$ cat config.mk
export PLATFORM = sky130hd
export DESIGN_NAME = teclado_scan
export DESIGN_NICKNAME = d
export VERILOG_FILES = /design/src/rtl/teclado_pkg.sv /design/src/rtl/teclado_sync.sv /design/src/rtl/teclado_scan.sv
export SDC_FILE = /design/constraint.sdc
export NUM_CORES = 1
export LEC_CHECK = 0
export BUFFER_PORTS_ARGS = -buffer_cell sky130_fd_sc_hd__clkbuf_2
export CAP_MARGIN = 20
export CORE_MARGIN = 10
export CORE_UTILIZATION = 55
export DETAILED_ROUTE_END_ITERATION = 6
export PLACE_DENSITY = 0.74
export SETUP_SLACK_MARGIN = 0.3
export SYNTH_ARGS = -nofsm -noshare
export SYNTH_HDL_FRONTEND = slang
export SYNTH_SLANG_ARGS = --single-unit
export TNS_END_PERCENT = 5
$ cat constraint.sdc
create_clock -name clk -period 6.65 [get_ports clk]
set_clock_uncertainty 0.15 [all_clocks]
set_input_delay 0.3325 -clock clk [delete_from_list [all_inputs] [get_ports clk]]
set_output_delay 0.3325 -clock clk [all_outputs]
set_load 0.02 [all_outputs]
$ cat src/rtl/teclado_pkg.sv
// Shared types and helpers for the keypad scanner: FSM state encoding,
// lowest-set-index and multi-key detection over a key pattern (up to MAX_KEYS lines).
package teclado_pkg;

  localparam int MAX_KEYS = 32;

  typedef enum logic [1:0] {
    IDLE     = 2'd0,
    DEBOUNCE = 2'd1,
    PRESSED  = 2'd2,
    RELEASE  = 2'd3
  } state_t;

  function automatic int unsigned lowest_set_idx(input logic [MAX_KEYS-1:0] pat);
    int unsigned idx;
    logic        found;
    idx   = 32'd0;
    found = 1'b0;
    for (int i = 0; i < MAX_KEYS; i++) begin
      if (!found && pat[i]) begin
        idx   = unsigned'(i);
        found = 1'b1;
      end else begin
        found = found;
      end
    end
    return idx;
  endfunction

  // Clearing the lowest set bit leaves something only when two or more bits were set.
  function automatic logic multi_set(input logic [MAX_KEYS-1:0] pat);
    return |(pat & (pat - {{(MAX_KEYS-1){1'b0}}, 1'b1}));
  endfunction

  function automatic int max_int(input int a, input int b);
    return (a > b) ? a : b;
  endfunction

endpackage

$ cat src/rtl/teclado_sync.sv
// Parametrised-width two-flop synchroniser with synchronous reset to zero.
module teclado_sync #(
  parameter int WIDTH = 4
) (
  input  logic             i_clk,
  input  logic             i_rst,
  input  logic [WIDTH-1:0] i_d,
  output logic [WIDTH-1:0] o_q
);

  logic [WIDTH-1:0] r_s1;
  logic [WIDTH-1:0] r_s2;

  // metastability filter stages
  always_ff @(posedge i_clk) begin
    if (i_rst) begin
      r_s1 <= {WIDTH{1'b0}};
      r_s2 <= {WIDTH{1'b0}};
    end else begin
      r_s1 <= i_d;
      r_s2 <= r_s1;
    end
  end

  assign o_q = r_s2;

endmodule

$ cat src/rtl/teclado_scan.sv
// Keypad front-end: synchronise, debounce and priority-encode key lines into
// single valid/ack events. Optional auto-repeat while held: TECLADO_REPEAT_EN.
module teclado_scan
  import teclado_pkg::*;
#(
  parameter int N_KEYS          = 4,
  parameter int CODE_W          = $clog2(N_KEYS),
  parameter int DEBOUNCE_CYCLES = 1000,
  parameter int REPEAT_CYCLES   = 50000
) (
  input  logic              clk,
  input  logic              rst,
  input  logic [N_KEYS-1:0] keys_in,
  input  logic              key_ack,
  output logic              key_valid,
  output logic [CODE_W-1:0] key_code,
  output logic              key_multi,
  output logic              overrun,
  output logic              busy
);

  localparam int CNT_MAX = max_int(DEBOUNCE_CYCLES, REPEAT_CYCLES);
  localparam int CNT_W   = $clog2(CNT_MAX + 1);
  localparam logic [CNT_W-1:0]  CNT_SAT   = CNT_W'(CNT_MAX);
  localparam logic [CNT_W-1:0]  CNT_ZERO  = {CNT_W{1'b0}};
  localparam logic [CNT_W-1:0]  DEB_LAST  = CNT_W'(DEBOUNCE_CYCLES - 1);
  localparam logic [N_KEYS-1:0] KEYS_NONE = {N_KEYS{1'b0}};
`ifdef TECLADO_REPEAT_EN
  localparam logic [CNT_W-1:0]  REP_LAST  = CNT_W'(REPEAT_CYCLES - 1);
`endif

  logic [N_KEYS-1:0] w_ks;
  state_t            r_state;
  state_t            w_state_nxt;
  logic [N_KEYS-1:0] r_pat;
  logic [N_KEYS-1:0] w_pat_nxt;
  logic [CNT_W-1:0]  r_cnt;
  logic [CNT_W-1:0]  w_cnt_nxt;
  logic [CNT_W-1:0]  w_cnt_inc;
  logic              w_event;
  logic [CODE_W-1:0] w_ev_code;
  logic              w_ev_multi;

  logic              r_valid;
  logic [CODE_W-1:0] r_code;
  logic              r_multi;
  logic              r_overrun;
  logic              r_busy;

  teclado_sync #(
    .WIDTH (N_KEYS)
  ) u_sync (
    .i_clk (clk),
    .i_rst (rst),
    .i_d   (keys_in),
    .o_q   (w_ks)
  );

  assign w_cnt_inc  = (r_cnt == CNT_SAT) ? r_cnt : r_cnt + {{(CNT_W-1){1'b0}}, 1'b1};
  assign w_ev_code  = CODE_W'(lowest_set_idx(MAX_KEYS'(r_pat)));
  assign w_ev_multi = multi_set(MAX_KEYS'(r_pat));

  // state, latched pattern and counter registers
  always_ff @(posedge clk) begin
    if (rst) begin
      r_state <= IDLE;
      r_pat   <= KEYS_NONE;
      r_cnt   <= CNT_ZERO;
      r_busy  <= 1'b0;
    end else begin
      r_state <= w_state_nxt;
      r_pat   <= w_pat_nxt;
      r_cnt   <= w_cnt_nxt;
      r_busy  <= (w_state_nxt != IDLE);
    end
  end

  // next-state, counter and event decode
  always_comb begin
    w_state_nxt = r_state;
    w_pat_nxt   = r_pat;
    w_cnt_nxt   = r_cnt;
    w_event     = 1'b0;
    case (r_state)
      IDLE: begin
        w_cnt_nxt = CNT_ZERO;
        if (w_ks != KEYS_NONE) begin
          w_pat_nxt   = w_ks;
          w_state_nxt = DEBOUNCE;
        end else begin
          w_pat_nxt = r_pat;
        end
      end
      DEBOUNCE: begin
        if (w_ks == KEYS_NONE) begin
          w_cnt_nxt   = CNT_ZERO;
          w_state_nxt = IDLE;
        end else if (w_ks != r_pat) begin
          w_pat_nxt = w_ks;
          w_cnt_nxt = CNT_ZERO;
        end else if (r_cnt == DEB_LAST) begin
          w_event     = 1'b1;
          w_cnt_nxt   = CNT_ZERO;
          w_state_nxt = PRESSED;
        end else begin
          w_cnt_nxt = w_cnt_inc;
        end
      end
      PRESSED: begin
        if (w_ks == KEYS_NONE) begin
          w_cnt_nxt   = CNT_ZERO;
          w_state_nxt = RELEASE;
        end else if (w_ks != r_pat) begin
          // a changed chord while held never produces an event by itself
          w_pat_nxt = w_ks;
          w_cnt_nxt = CNT_ZERO;
        end else begin
`ifdef TECLADO_REPEAT_EN
          if (r_cnt == REP_LAST) begin
            w_event   = 1'b1;
            w_cnt_nxt = CNT_ZERO;
          end else begin
            w_cnt_nxt = w_cnt_inc;
          end
`else
          w_cnt_nxt = CNT_ZERO;
`endif
        end
      end
      RELEASE: begin
        if (w_ks != KEYS_NONE) begin
          w_pat_nxt   = w_ks;
          w_cnt_nxt   = CNT_ZERO;
          w_state_nxt = PRESSED;
        end else if (r_cnt == DEB_LAST) begin
          w_cnt_nxt   = CNT_ZERO;
          w_state_nxt = IDLE;
        end else begin
          w_cnt_nxt = w_cnt_inc;
        end
      end
      default: begin
        w_state_nxt = IDLE;
        w_pat_nxt   = KEYS_NONE;
        w_cnt_nxt   = CNT_ZERO;
      end
    endcase
  end

  // event delivery: a pending unacked event is never overwritten
  always_ff @(posedge clk) begin
    if (rst) begin
      r_valid   <= 1'b0;
      r_code    <= {CODE_W{1'b0}};
      r_multi   <= 1'b0;
      r_overrun <= 1'b0;
    end else if (w_event && r_valid && !key_ack) begin
      r_overrun <= 1'b1;
    end else if (w_event) begin
      r_valid   <= 1'b1;
      r_code    <= w_ev_code;
      r_multi   <= w_ev_multi;
      r_overrun <= 1'b0;
    end else if (r_valid && key_ack) begin
      r_valid   <= 1'b0;
      r_multi   <= 1'b0;
      r_overrun <= 1'b0;
    end else begin
      r_valid   <= r_valid;
    end
  end

  assign key_valid = r_valid;
  assign key_code  = r_code;
  assign key_multi = r_multi;
  assign overrun   = r_overrun;
  assign busy      = r_busy;

endmodule

==> flow_metrics.tcl <==
set metrics [dict create \
    hold_class "in2reg" \
    drive_gt1_share_pct 12.9 \
    synth_common_cells "dfxtp_1, nor2_1, a21oi_1, nand2_1, xnor2_1" \
    cp_top_family "simple AND/OR/NAND/NOR gates" \
    setup_violations 0 \
    cts_buffers 5 \
    cp-end-kind "flop" \
    cts_resized 0 \
    wirelength_um 2920 \
    postSynthAreaPerCell_um2 8.99 \
    min_path_cells 2 \
    wl_per_cell_um 13.0 \
    fin_nets 206 \
    crit_path_max_incr_delay_ps 600 \
    drc 0 \
    status "finished, final reports clean" \
    critical_path_depth 5 \
    fill_cells 243 \
    hpwl_um 2170 \
    synthFlopType "dfxtp_1" \
    drt_iter0_drc 86 \
    port_buffers 12 \
    worstSetupPathType "reg2reg" \
    cts_tree "built" \
    ir_worst_vdd_uv 279 \
    hold_end "u_sync.r_s1[1]" \
    yosysTopAreaCell "dfxtp_1" \
    synth_edf_count 0 \
    globalplace.congestion 0.892 \
    grt_overflow_total 0 \
    clk_pin_slew_worst_paths_ps 110 \
    regToRegSetupSlack_ps 4170 \
    clk_path_buf_depth 2 \
    cap_viol_max_count 0 \
    syn_to_final_growth_pct 10.8 \
    grt_use_total_pct 11.8 \
    yosysTopAreaCellShare_pct 45.3 \
    clockRootBuffer "clkbuf_4" \
    synth_area_leaders "dfxtp_1, nor2_1, xnor2_1, ha_1, xor2_1" \
    synth_nets 190 \
    p_total_mw 0.468 \
    min_period_ps 2480 \
    hold_violations 0 \
    ys_seq_elements 36 \
    yosysUniqueCellTypes 35 \
    reg2reg_from "r_cnt[11]" \
    die_h_um 73.8 \
    synthArstFlopShare_pct 0 \
    hp-start "keys_in[1]" \
    cts.sinks 36 \
    power_density_mw_per_mm2 265 \
    synthCells 177 \
    rsz0062_at_grt "false" \
    path_buf_inv 0 \
    fin_tns_setup_ps 0 \
    postRouteAntennaNets 0 \
    drtPass1Iterations 4 \
    holdBufCountCts 0 \
    critical_path_arrival_ps 2610 \
    grt_pass1_vias 1235 \
    fin_hold_ws_ps 54.3 \
    dr_total_vias 1237 \
    grt_pass1_wl_um 5110 \
    fmax_mhz 404 \
    grt_max_degree 20 \
    core-area_mm2 0.00276 \
    cp_max_fo 5 \
    ios 13 \
    yosysMostFrequentCell "dfxtp_1" \
    syn_area_mm2 0.00159 \
    antennaDiodeCount 0 \
    max_slew_margin_pct 57.5 \
    ys_seq_area_share_pct 45.3 \
    clock_latency_ps 340 \
    worstMarginPinSlew_ps 632 \
    multi_input_comb_area_um2 833 \
    die_w_um 73.8 \
    worstPathRequired_ps 6790 \
    cp_cell_sequence "or4_1 -> or4_4 -> or3_4 -> a221oi_2 -> or2_1" \
    leakagePower_nw 0.640 \
    rows 19 \
    rr_endpoint "busy" \
    fin_crit_sh_pct 37.3 \
    postCtsSetupRepairBufs 0 \
    slew_viol_final 0 \
    yosysWarnings 0 \
    antenna_found_initial 0 \
    seq_area_um2 721 \
    htreeDepth 2 \
    via_per_inst 5.50 \
    reg2reg_depth 5 \
    dieArea_mm2 0.00544 \
    start_util_pct 57.7 \
    startpoint_type "flop" \
    crit_slowest_cell "or4_4" \
]
## worst register-to-register path: stages (launching register included)
cell and delay (ps):
dfxtp_1 350, or4_1 560, or4_4 600, or3_4 370, a221oi_2 270, or2_1 130
## where the power goes
group | total, mW | leakage (nW) | switching [mW] | internal, mW
logic | 0.0766 | 0.306 | 0.0439 | 0.0327
registers | 0.239 | 0.293 | 0.0119 | 0.228
clock network | 0.152 | 0.0412 | 0.0732 | 0.0784
total | 0.468 | 0.640 | 0.129 | 0.339
## cell families after synthesis
| group | share of synthesized area (%) |
|---|---|
| AO/OA/AOI/OAI | 7.94 |
| XOR/XNOR | 10.5 |
| adder cells (fa/ha/maj) | 4.72 |
| buffers and inverters | 2.36 |
| flip-flops | 45.3 |
| multiplexers | 1.26 |
| AND/OR/NAND/NOR | 28.0 |
## cell usage in the layout (no fill, tap or decap), types with 2 or more instances in the layout
cell / count
inv_1: 6
clkbuf_2: 12
nand3b_1: 2
nand2_1: 12
a21oi_1: 12
xor2_1: 8
dfxtp_1: 36
and3_1: 4
clkbuf_4: 5
mux2i_1: 2
nand4_1: 4
xnor2_1: 11
or4_1: 2
nor3_1: 3
nor2b_1: 10
nor2_1: 29
o21ai_0: 3
o22ai_1: 2
nand3_1: 4
nand2b_1: 3
ha_1: 6
## registers in the layout (all words and copies together) (netlist names)
register / count
key_multi: 1
overrun: 1
u_sync.o_q: 4
r_pat: 4
r_cnt: 16
r_state: 2
key_code: 2
u_sync.r_s1: 4
busy: 1
key_valid: 1
## routing by layer
metal | up-vias | part of all wire (%) | GRT usage (%)
met5 | - | 0 | 0
met4 | 0 | 1.3 | 4.97
met3 | 6 | 3.6 | 4.71
met2 | 13 | 50 | 19.8
met1 | 584 | 45 | 12.7
li1 | 634 | - | -
## area by class of cell
| cell class | instances | area share [%] |
|---|---|---|
| Inverter | 6 | 1.28 |
| Clock inverter | 3 | 2.41 |
| Clock buffer | 5 | 2.13 |
| Timing Repair Buffer | 13 | 3.83 |
| Tap cell | 31 | 2.20 |
| Multi-Input combinational cell | 131 | 47.3 |
| Sequential cell | 36 | 40.9 |
## worst max path at each step
stage	startpoint	end	slack, ps
3_5_place_dp	r_cnt[11]	key_code[0]	4190
3_3_place_gp	r_cnt[11]	busy	4270
2_1_floorplan	r_cnt[11]	busy	4330
6_report	r_cnt[11]	busy	4170
5_1_grt	r_cnt[11]	key_code[1]	4040
4_1_cts	r_cnt[11]	key_code[0]	4180
## per-stage QoR
step | utilization, % | worst slack [ps] | instances | area, µm²
2_1_floorplan | - | 4330 | 177 | 1590
3_3_place_gp | 61.0 | 4270 | 217 | 1680
3_5_place_dp | 61.0 | 4190 | 217 | 1680
4_1_cts | 63.9 | 4180 | 225 | 1760
5_1_grt | 63.9 | 4040 | 225 | 1760
6_report | 63.9 | 4170 | 225 | 1760
No activity file was read; power rests on OpenSTA's default activity.
